==> src/rtl/fft128_frame_ctrl_if.sv <==
// Stream bundle around the frame controller: RX samples in, FFT sink out,
// FFT source in and tracked output stream out.
interface fft128_frame_ctrl_if #(
   parameter int N = 128,
   parameter int W = 12
);
   localparam int BW = $clog2(N);

   logic          in_valid;
   logic          in_ready;
   logic [W-1:0]  in_real;
   logic [W-1:0]  in_imag;

   logic          fft_sink_valid;
   logic          fft_sink_ready;
   logic          fft_sink_sop;
   logic          fft_sink_eop;
   logic [1:0]    fft_sink_error;
   logic [W-1:0]  fft_sink_real;
   logic [W-1:0]  fft_sink_imag;
   logic          fft_inverse;

   logic          fft_source_valid;
   logic          fft_source_ready;
   logic [1:0]    fft_source_error;
   logic          fft_source_sop;
   logic          fft_source_eop;
   logic [W-1:0]  fft_source_real;
   logic [W-1:0]  fft_source_imag;
   logic [5:0]    fft_source_exp;

   logic          out_valid;
   logic          out_ready;
   logic [W-1:0]  out_real;
   logic [W-1:0]  out_imag;
   logic [5:0]    out_exp;
   logic [BW-1:0] out_bin;
   logic          out_sop;
   logic          out_eop;

   // The frame controller itself uses the slave view; its environment uses master.
   modport slave (
      input  in_valid, in_real, in_imag,
      output in_ready,
      output fft_sink_valid, fft_sink_sop, fft_sink_eop, fft_sink_error,
      output fft_sink_real, fft_sink_imag, fft_inverse,
      input  fft_sink_ready,
      input  fft_source_valid, fft_source_error, fft_source_sop, fft_source_eop,
      input  fft_source_real, fft_source_imag, fft_source_exp,
      output fft_source_ready,
      output out_valid, out_real, out_imag, out_exp, out_bin, out_sop, out_eop,
      input  out_ready
   );

   modport master (
      output in_valid, in_real, in_imag,
      input  in_ready,
      input  fft_sink_valid, fft_sink_sop, fft_sink_eop, fft_sink_error,
      input  fft_sink_real, fft_sink_imag, fft_inverse,
      output fft_sink_ready,
      output fft_source_valid, fft_source_error, fft_source_sop, fft_source_eop,
      output fft_source_real, fft_source_imag, fft_source_exp,
      input  fft_source_ready,
      input  out_valid, out_real, out_imag, out_exp, out_bin, out_sop, out_eop,
      output out_ready
   );
endinterface

==> src/rtl/fft128_frame_ctrl.sv <==
// Frame sequencer and output tracker for the 128-point streaming FFT core:
// frames the RX stream into the core and numbers/validates the core's output.
module fft128_frame_ctrl #(
   parameter int N = 128
) (
   input  logic                 clk,
   input  logic                 reset,
   input  logic                 i_cfg_enable,
   input  logic                 i_cfg_inverse,
   input  logic                 i_err_clr,
   fft128_frame_ctrl_if.slave   bus,
   output logic [15:0]          o_frames_in,
   output logic [15:0]          o_frames_out,
   output logic                 o_frame_err,
   output logic                 o_err_sticky,
   output logic                 o_busy
);
   localparam int BW = $clog2(N);
   localparam logic [BW-1:0] LAST = BW'(N - 1);

   typedef enum logic {IDLE, FRAME} state_t;

   state_t        r_state, w_next_state;
   logic [BW-1:0] r_icnt, r_ocnt;
   logic          r_inverse;
   logic [5:0]    r_exp;
   logic [15:0]   r_frames_in, r_frames_out;
   logic          r_frame_err, r_err_sticky;

   logic          w_in_xfer, w_in_last, w_start;
   logic          w_out_xfer, w_framing_err, w_err, w_frame_done;
   logic [BW-1:0] w_out_bin;

   assign w_in_xfer = (r_state == FRAME) & bus.in_valid & bus.fft_sink_ready & ~reset;
   assign w_in_last = (r_icnt == LAST);

   always_comb begin
      w_next_state        = r_state;
      w_start             = 1'b0;
      bus.in_ready        = 1'b0;
      bus.fft_sink_valid  = 1'b0;
      bus.fft_sink_sop    = 1'b0;
      bus.fft_sink_eop    = 1'b0;
      case (r_state)
         IDLE: begin
            if (i_cfg_enable) begin
               w_next_state = FRAME;
               w_start      = 1'b1;
            end
         end
         FRAME: begin
            bus.in_ready       = bus.fft_sink_ready & ~reset;
            bus.fft_sink_valid = bus.in_valid & ~reset;
            bus.fft_sink_sop   = (r_icnt == '0);
            bus.fft_sink_eop   = w_in_last;
            if (w_in_xfer && w_in_last && !i_cfg_enable) begin
               w_next_state = IDLE;
            end
         end
         default: w_next_state = IDLE;
      endcase
   end

   // Direction is only sampled at a frame boundary so a frame never mixes FFT/IFFT.
   always_ff @(posedge clk) begin
      if (reset) begin
         r_state     <= IDLE;
         r_icnt      <= '0;
         r_inverse   <= 1'b0;
         r_frames_in <= '0;
      end else begin
         r_state <= w_next_state;
         if (w_start) begin
            r_icnt    <= '0;
            r_inverse <= i_cfg_inverse;
         end else if (w_in_xfer) begin
            r_icnt <= r_icnt + 1'b1;
            if (w_in_last) begin
               r_frames_in <= r_frames_in + 16'd1;
               if (i_cfg_enable) begin
                  r_inverse <= i_cfg_inverse;
               end
            end
         end
      end
   end

   assign bus.fft_sink_real  = bus.in_real;
   assign bus.fft_sink_imag  = bus.in_imag;
   assign bus.fft_sink_error = 2'b00;
   assign bus.fft_inverse    = r_inverse;

   assign w_out_xfer = bus.fft_source_valid & bus.out_ready & ~reset;
   assign w_out_bin  = bus.fft_source_sop ? '0 : r_ocnt;

   // A stray sop resynchronises to bin 0 but is still reported as a framing error.
   assign w_framing_err = (bus.fft_source_sop  && (r_ocnt != '0))
                        | (!bus.fft_source_sop && (r_ocnt == '0))
                        | (bus.fft_source_eop  && (w_out_bin != LAST))
                        | (!bus.fft_source_eop && (w_out_bin == LAST));
   assign w_err        = w_out_xfer & (w_framing_err | (bus.fft_source_error != 2'b00));
   assign w_frame_done = w_out_xfer & bus.fft_source_eop & (w_out_bin == LAST);

   assign bus.out_valid        = bus.fft_source_valid & ~reset;
   assign bus.fft_source_ready = bus.out_ready & ~reset;
   assign bus.out_real         = bus.fft_source_real;
   assign bus.out_imag         = bus.fft_source_imag;
   assign bus.out_sop          = bus.fft_source_sop;
   assign bus.out_eop          = bus.fft_source_eop;
   assign bus.out_bin          = w_out_bin;
   assign bus.out_exp          = bus.fft_source_sop ? bus.fft_source_exp : r_exp;

   always_ff @(posedge clk) begin
      if (reset) begin
         r_ocnt       <= '0;
         r_exp        <= '0;
         r_frames_out <= '0;
         r_frame_err  <= 1'b0;
         r_err_sticky <= 1'b0;
      end else begin
         r_frame_err <= w_err;
         if (w_out_xfer) begin
            r_ocnt <= w_out_bin + 1'b1;
            if (bus.fft_source_sop) begin
               r_exp <= bus.fft_source_exp;
            end
         end
         if (w_frame_done) begin
            r_frames_out <= r_frames_out + 16'd1;
         end
         if (w_err) begin
            r_err_sticky <= 1'b1;
         end else if (i_err_clr) begin
            r_err_sticky <= 1'b0;
         end
      end
   end

   assign o_frames_in  = r_frames_in;
   assign o_frames_out = r_frames_out;
   assign o_frame_err  = r_frame_err;
   assign o_err_sticky = r_err_sticky;
   assign o_busy       = (r_state == FRAME) | (r_frames_in != r_frames_out);
endmodule

==> src/flat_wrapper.sv <==
// flat-port wrapper written by rule: the top's interface ports become plain ports
module fft128_frame_ctrl_flat 
#(
   parameter int N = 128
)
  (clk, reset, i_cfg_enable, i_cfg_inverse, i_err_clr, o_frames_in, o_frames_out, o_frame_err, o_err_sticky, o_busy, bus_in_valid, bus_in_real, bus_in_imag, bus_in_ready, bus_fft_sink_valid, bus_fft_sink_sop, bus_fft_sink_eop, bus_fft_sink_error, bus_fft_sink_real, bus_fft_sink_imag, bus_fft_inverse, bus_fft_sink_ready, bus_fft_source_valid, bus_fft_source_error, bus_fft_source_sop, bus_fft_source_eop, bus_fft_source_real, bus_fft_source_imag, bus_fft_source_exp, bus_fft_source_ready, bus_out_valid, bus_out_real, bus_out_imag, bus_out_exp, bus_out_bin, bus_out_sop, bus_out_eop, bus_out_ready);
  fft128_frame_ctrl_if #(.N(N), .W((12))) bus_i ();
  input  logic clk;
  input  logic reset;
  input  logic i_cfg_enable;
  input  logic i_cfg_inverse;
  input  logic i_err_clr;
  output logic [15:0] o_frames_in;
  output logic [15:0] o_frames_out;
  output logic o_frame_err;
  output logic o_err_sticky;
  output logic o_busy;
  input wire logic [$bits(bus_i.in_valid)-1:0] bus_in_valid;
  input wire logic [$bits(bus_i.in_real)-1:0] bus_in_real;
  input wire logic [$bits(bus_i.in_imag)-1:0] bus_in_imag;
  output wire logic [$bits(bus_i.in_ready)-1:0] bus_in_ready;
  output wire logic [$bits(bus_i.fft_sink_valid)-1:0] bus_fft_sink_valid;
  output wire logic [$bits(bus_i.fft_sink_sop)-1:0] bus_fft_sink_sop;
  output wire logic [$bits(bus_i.fft_sink_eop)-1:0] bus_fft_sink_eop;
  output wire logic [$bits(bus_i.fft_sink_error)-1:0] bus_fft_sink_error;
  output wire logic [$bits(bus_i.fft_sink_real)-1:0] bus_fft_sink_real;
  output wire logic [$bits(bus_i.fft_sink_imag)-1:0] bus_fft_sink_imag;
  output wire logic [$bits(bus_i.fft_inverse)-1:0] bus_fft_inverse;
  input wire logic [$bits(bus_i.fft_sink_ready)-1:0] bus_fft_sink_ready;
  input wire logic [$bits(bus_i.fft_source_valid)-1:0] bus_fft_source_valid;
  input wire logic [$bits(bus_i.fft_source_error)-1:0] bus_fft_source_error;
  input wire logic [$bits(bus_i.fft_source_sop)-1:0] bus_fft_source_sop;
  input wire logic [$bits(bus_i.fft_source_eop)-1:0] bus_fft_source_eop;
  input wire logic [$bits(bus_i.fft_source_real)-1:0] bus_fft_source_real;
  input wire logic [$bits(bus_i.fft_source_imag)-1:0] bus_fft_source_imag;
  input wire logic [$bits(bus_i.fft_source_exp)-1:0] bus_fft_source_exp;
  output wire logic [$bits(bus_i.fft_source_ready)-1:0] bus_fft_source_ready;
  output wire logic [$bits(bus_i.out_valid)-1:0] bus_out_valid;
  output wire logic [$bits(bus_i.out_real)-1:0] bus_out_real;
  output wire logic [$bits(bus_i.out_imag)-1:0] bus_out_imag;
  output wire logic [$bits(bus_i.out_exp)-1:0] bus_out_exp;
  output wire logic [$bits(bus_i.out_bin)-1:0] bus_out_bin;
  output wire logic [$bits(bus_i.out_sop)-1:0] bus_out_sop;
  output wire logic [$bits(bus_i.out_eop)-1:0] bus_out_eop;
  input wire logic [$bits(bus_i.out_ready)-1:0] bus_out_ready;
  assign bus_i.in_valid = bus_in_valid;
  assign bus_i.in_real = bus_in_real;
  assign bus_i.in_imag = bus_in_imag;
  assign bus_in_ready = bus_i.in_ready;
  assign bus_fft_sink_valid = bus_i.fft_sink_valid;
  assign bus_fft_sink_sop = bus_i.fft_sink_sop;
  assign bus_fft_sink_eop = bus_i.fft_sink_eop;
  assign bus_fft_sink_error = bus_i.fft_sink_error;
  assign bus_fft_sink_real = bus_i.fft_sink_real;
  assign bus_fft_sink_imag = bus_i.fft_sink_imag;
  assign bus_fft_inverse = bus_i.fft_inverse;
  assign bus_i.fft_sink_ready = bus_fft_sink_ready;
  assign bus_i.fft_source_valid = bus_fft_source_valid;
  assign bus_i.fft_source_error = bus_fft_source_error;
  assign bus_i.fft_source_sop = bus_fft_source_sop;
  assign bus_i.fft_source_eop = bus_fft_source_eop;
  assign bus_i.fft_source_real = bus_fft_source_real;
  assign bus_i.fft_source_imag = bus_fft_source_imag;
  assign bus_i.fft_source_exp = bus_fft_source_exp;
  assign bus_fft_source_ready = bus_i.fft_source_ready;
  assign bus_out_valid = bus_i.out_valid;
  assign bus_out_real = bus_i.out_real;
  assign bus_out_imag = bus_i.out_imag;
  assign bus_out_exp = bus_i.out_exp;
  assign bus_out_bin = bus_i.out_bin;
  assign bus_out_sop = bus_i.out_sop;
  assign bus_out_eop = bus_i.out_eop;
  assign bus_i.out_ready = bus_out_ready;
  fft128_frame_ctrl #(.N(N)) u_core (.clk(clk), .reset(reset), .i_cfg_enable(i_cfg_enable), .i_cfg_inverse(i_cfg_inverse), .i_err_clr(i_err_clr), .bus(bus_i), .o_frames_in(o_frames_in), .o_frames_out(o_frames_out), .o_frame_err(o_frame_err), .o_err_sticky(o_err_sticky), .o_busy(o_busy));
endmodule
==> config.mk <==
export PLATFORM = sky130hd
export DESIGN_NAME = fft128_frame_ctrl_flat
export DESIGN_NICKNAME = d
export VERILOG_FILES = /design/src/rtl/fft128_frame_ctrl_if.sv /design/src/rtl/fft128_frame_ctrl.sv /design/src/flat_wrapper.sv
export SDC_FILE = /design/constraint.sdc
export NUM_CORES = 1
export LEC_CHECK = 0
export CORE_UTILIZATION = 39
export CTS_CLUSTER_SIZE = 20
export DETAILED_ROUTE_END_ITERATION = 10
export PLACE_DENSITY = 0.88
export SETUP_SLACK_MARGIN = 0.5
export SYNTH_ARGS = -nofsm -noshare
export SYNTH_HDL_FRONTEND = slang
export SYNTH_SLANG_ARGS = --single-unit
==> constraint.sdc <==
create_clock -name clk -period 3.3 [get_ports clk]
set_input_delay 0.825 -clock clk [delete_from_list [all_inputs] [get_ports clk]]
set_output_delay 0.825 -clock clk [all_outputs]
set_load 0.1 [all_outputs]
==> results.md <==
* Synth unique cells at 47
* Routability cong. at 0.842
* Width of the die at around 97 um
* Starting density of the core at about two fifths
* Port Buf Inserts at 75
* Antenna violations before repair at 0
* Tightest Pin Transition at around 0.54 ns
* Vias in the first global route at 3084
* Area grow syn2layout at 24.2%
* Largest net degree at the start of global routing at 38
* Clock Path Buffers at 2
* Most used DFF post-synth: dfxtp_1
* CTS tree: built
* RSZ-0062 raised after global routing: yes
* Crit-path cells: xor2_1 -> nor4_1 -> nand3_1 -> or4_4 -> buf_12
* Post-synth EDFFs at 0
* Most frequent cells in the layout: buf_4 (45), dfxtp_1 (41), nand2_1 (33)
* Element type at the critical path end: primary output
* Wirelength per Cell at 15.7 um
* Final period util at a little over four fifths
* Num CTS Buffers at 5
* Min-delay worst type: reg2reg
* Final setup TNS at 0 ns
* Clk sinks at 56
* RR Startpoint: u_core.r_icnt[1]
* Seq cells post-synth at between 50 and 60
* Fraction of registers with async set/reset at 0%
* Antenna cells at 0
* CP Launch Type: flip-flop
* 1st-iter DRT viols at 260
* Die Span Y at 96.7 um
* Final worst slack at 0.518 ns
* Share of cells above drive strength 1 at between 20% and 30%
* Mapped Area at roughly 0.0035 mm^2
* Overflow after GRT at 0
* CP Max Fanout at 5
* # IOs at roughly 170
* Pwr dens at 309 mW/mm^2
* Worst VDD drop at 0.223 mV
* F_max at 0.359 GHz
* Clk_skew at around 0.018 ns
* Nets@finish at 515
* WP buf/inv at 1
* Detailed Route WL at 8.67 mm
* Run status: complete, no violations
* Clk pin slew, worst setup/hold paths at 0.12 ns
* Hold Path End: u_core.r_exp[5]
* DRT Pass-1 Iters at 4
* Commonest non-fill, non-tap cell in the layout: buf_4
* Post-Place Worst Slack at 0.261 ns
* Yosys warnings at 0
* Worst reg-to-reg setup slack at 1.00 ns
* FF-to-FF End: u_core.o_frames_in[11]
* Max_cap viols at 0
* Post-DP HPWL at 6.34 mm
* R2R depth at 5
* Cell at the slowest stage of the critical path: or4_4
* Sequential-to-total area share from yosys stat at 32.1%
* Tmin final at 2.78 ns
* H-tree levels at 2
* Area of the core at approximately 0.0087 mm^2
* Worst hold-check slack at 0.482 ns
* Worst path max stage delay at around 0.45 ns
* All-Layer GR Usage at 18.8%
* Worst hold path cell count at 2
* CP arrival at between 1.5 and 2 ns
* Core Util, Final at about half
* DR vias/cell at 5.74
* CP Class: reg2out
* CP delay by family, top: simple AND/OR/NAND/NOR gates
* Clock latency on the worst-skew pair at about 0.33 ns
* Synth Instances at 423
* Max_slew headroom at 63.8%
* HP Start: u_core.r_exp[5]
* Post-DRT Antenna Nets at 0
* Hold Vio Cnt, Final at 0
* DR vias at 3166
* Req. time, crit path at 2.47 ns
* Remaining DRCs at 0
* Syn avg cell area at 8.26 um^2
* Row count at 34
* Die Footprint at 0.00934 mm^2
* Power Total at 1.34 mW
* First-pass GRT wire length at 14.7 mm
* # setup viols final at 0
* Static Leak at 1.70 nW
* Max-slew violation count at 0
* Root Buffer: clkbuf_8
per-layer routing:
layer  GRT usage, %  part of all wire, %  vias up
met5              0                    0        -
met4           6.08                  1.5        0
met3           6.65                  8.2       21
met2           32.1                   49      121
met1           21.8                   41     1507
li1               -                    -     1517
flip-flops by register name (all words and copies together) (netlist names):
register / cells
u_core.bus.fft_inverse: 1
u_core.o_err_sticky: 1
u_core.o_frame_err: 1
u_core.o_frames_in: 16
u_core.o_frames_out: 16
u_core.r_exp: 6
u_core.r_icnt: 7
u_core.r_ocnt: 7
u_core.r_state: 1
power by group:
group          internal (mW)  leakage (nW)  total [mW]  switching [mW]
registers              0.679         0.461       0.685         0.00591
logic                 0.0891          1.19       0.246           0.157
clock network          0.156        0.0452       0.409           0.253
through the flow:
step	instance area (um^2)	instances
global route	4340	552
detailed placement	4150	539
floorplan	3660	424
global placement	4150	539
CTS	4280	548
finish	4340	552
synth_stat cells, types with 5 or more instances:
cell type	count	area [um^2]
mux2_2	7	78.8
nand3_1	16	80.1
and3_1	8	50.1
nor2_1	24	90.1
o21ai_0	12	60.1
buf_4	52	390
xnor2_1	8	70.1
nor4_1	7	43.8
clkbuf_1	18	67.6
dfxtp_1	56	1120
nand3b_1	10	75.1
or3_1	7	43.8
xor2_1	20	175
nand2_1	33	124
inv_1	6	22.5
nand4_1	18	113
nor2b_1	10	62.6
o31ai_1	17	128
a21oi_1	32	160
ha_1	5	62.6
or4_1	17	128
layout make-up:
| cell class | instances | area, um^2 |
|---|---|---|
| Timing Repair Buffer | 85 | 965 |
| Tap cell | 108 | 135 |
| Inverter | 6 | 22.5 |
| Multi-Input combinational cell | 289 | 1980 |
| Clock inverter | 3 | 25.0 |
| Fill cell | 811 | 4340 |
| Clock buffer | 5 | 68.8 |
| Sequential cell | 56 | 1150 |
timing repair:
action,4_1_cts,5_1_grt
cloned,1,0
buffers inserted,0,4
resized for setup,3,12
setup endpoints to repair,7,1
hold buffers,0,0
pin swaps,0,3
tightest hold or removal path, delay by kind of cell (launching register included):
family / cells / cell delay (ns)
flops: 1 / 0.33
simple gates: 2 / 0.13
how the worst max path moves through the flow:
stage | start | endpoint | slack, ns | depth (start not counted)
floorplan | bus_fft_source_sop | u_core.o_frames_out[4] | 0.11 | 9
global placement | bus_fft_source_sop | u_core.o_frames_out[15] | 0.37 | 8
detailed placement | bus_fft_source_sop | u_core.o_frames_out[13] | 0.26 | 8
CTS | u_core.o_frames_in[2] | o_busy | 0.36 | 5
global route | u_core.o_frames_in[3] | o_busy | 0.48 | 5
finish | u_core.o_frames_in[3] | o_busy | 0.52 | 5
logic make-up (layout without fill, tap and decap cells):
group	Yosys count	after routing	synth area share [%]
buffers and inverters	79	99	14.5
and+or+nand+nor	176	176	29.8
adders and majority gates	5	5	1.79
DFF	56	56	32.1
xor gates and xnor gates	28	28	7.02
muxes	10	10	3.12
other	1	2	0.107
AOI/OAI and AO/OA	68	68	11.6
Power figures use the tool's default switching activity.
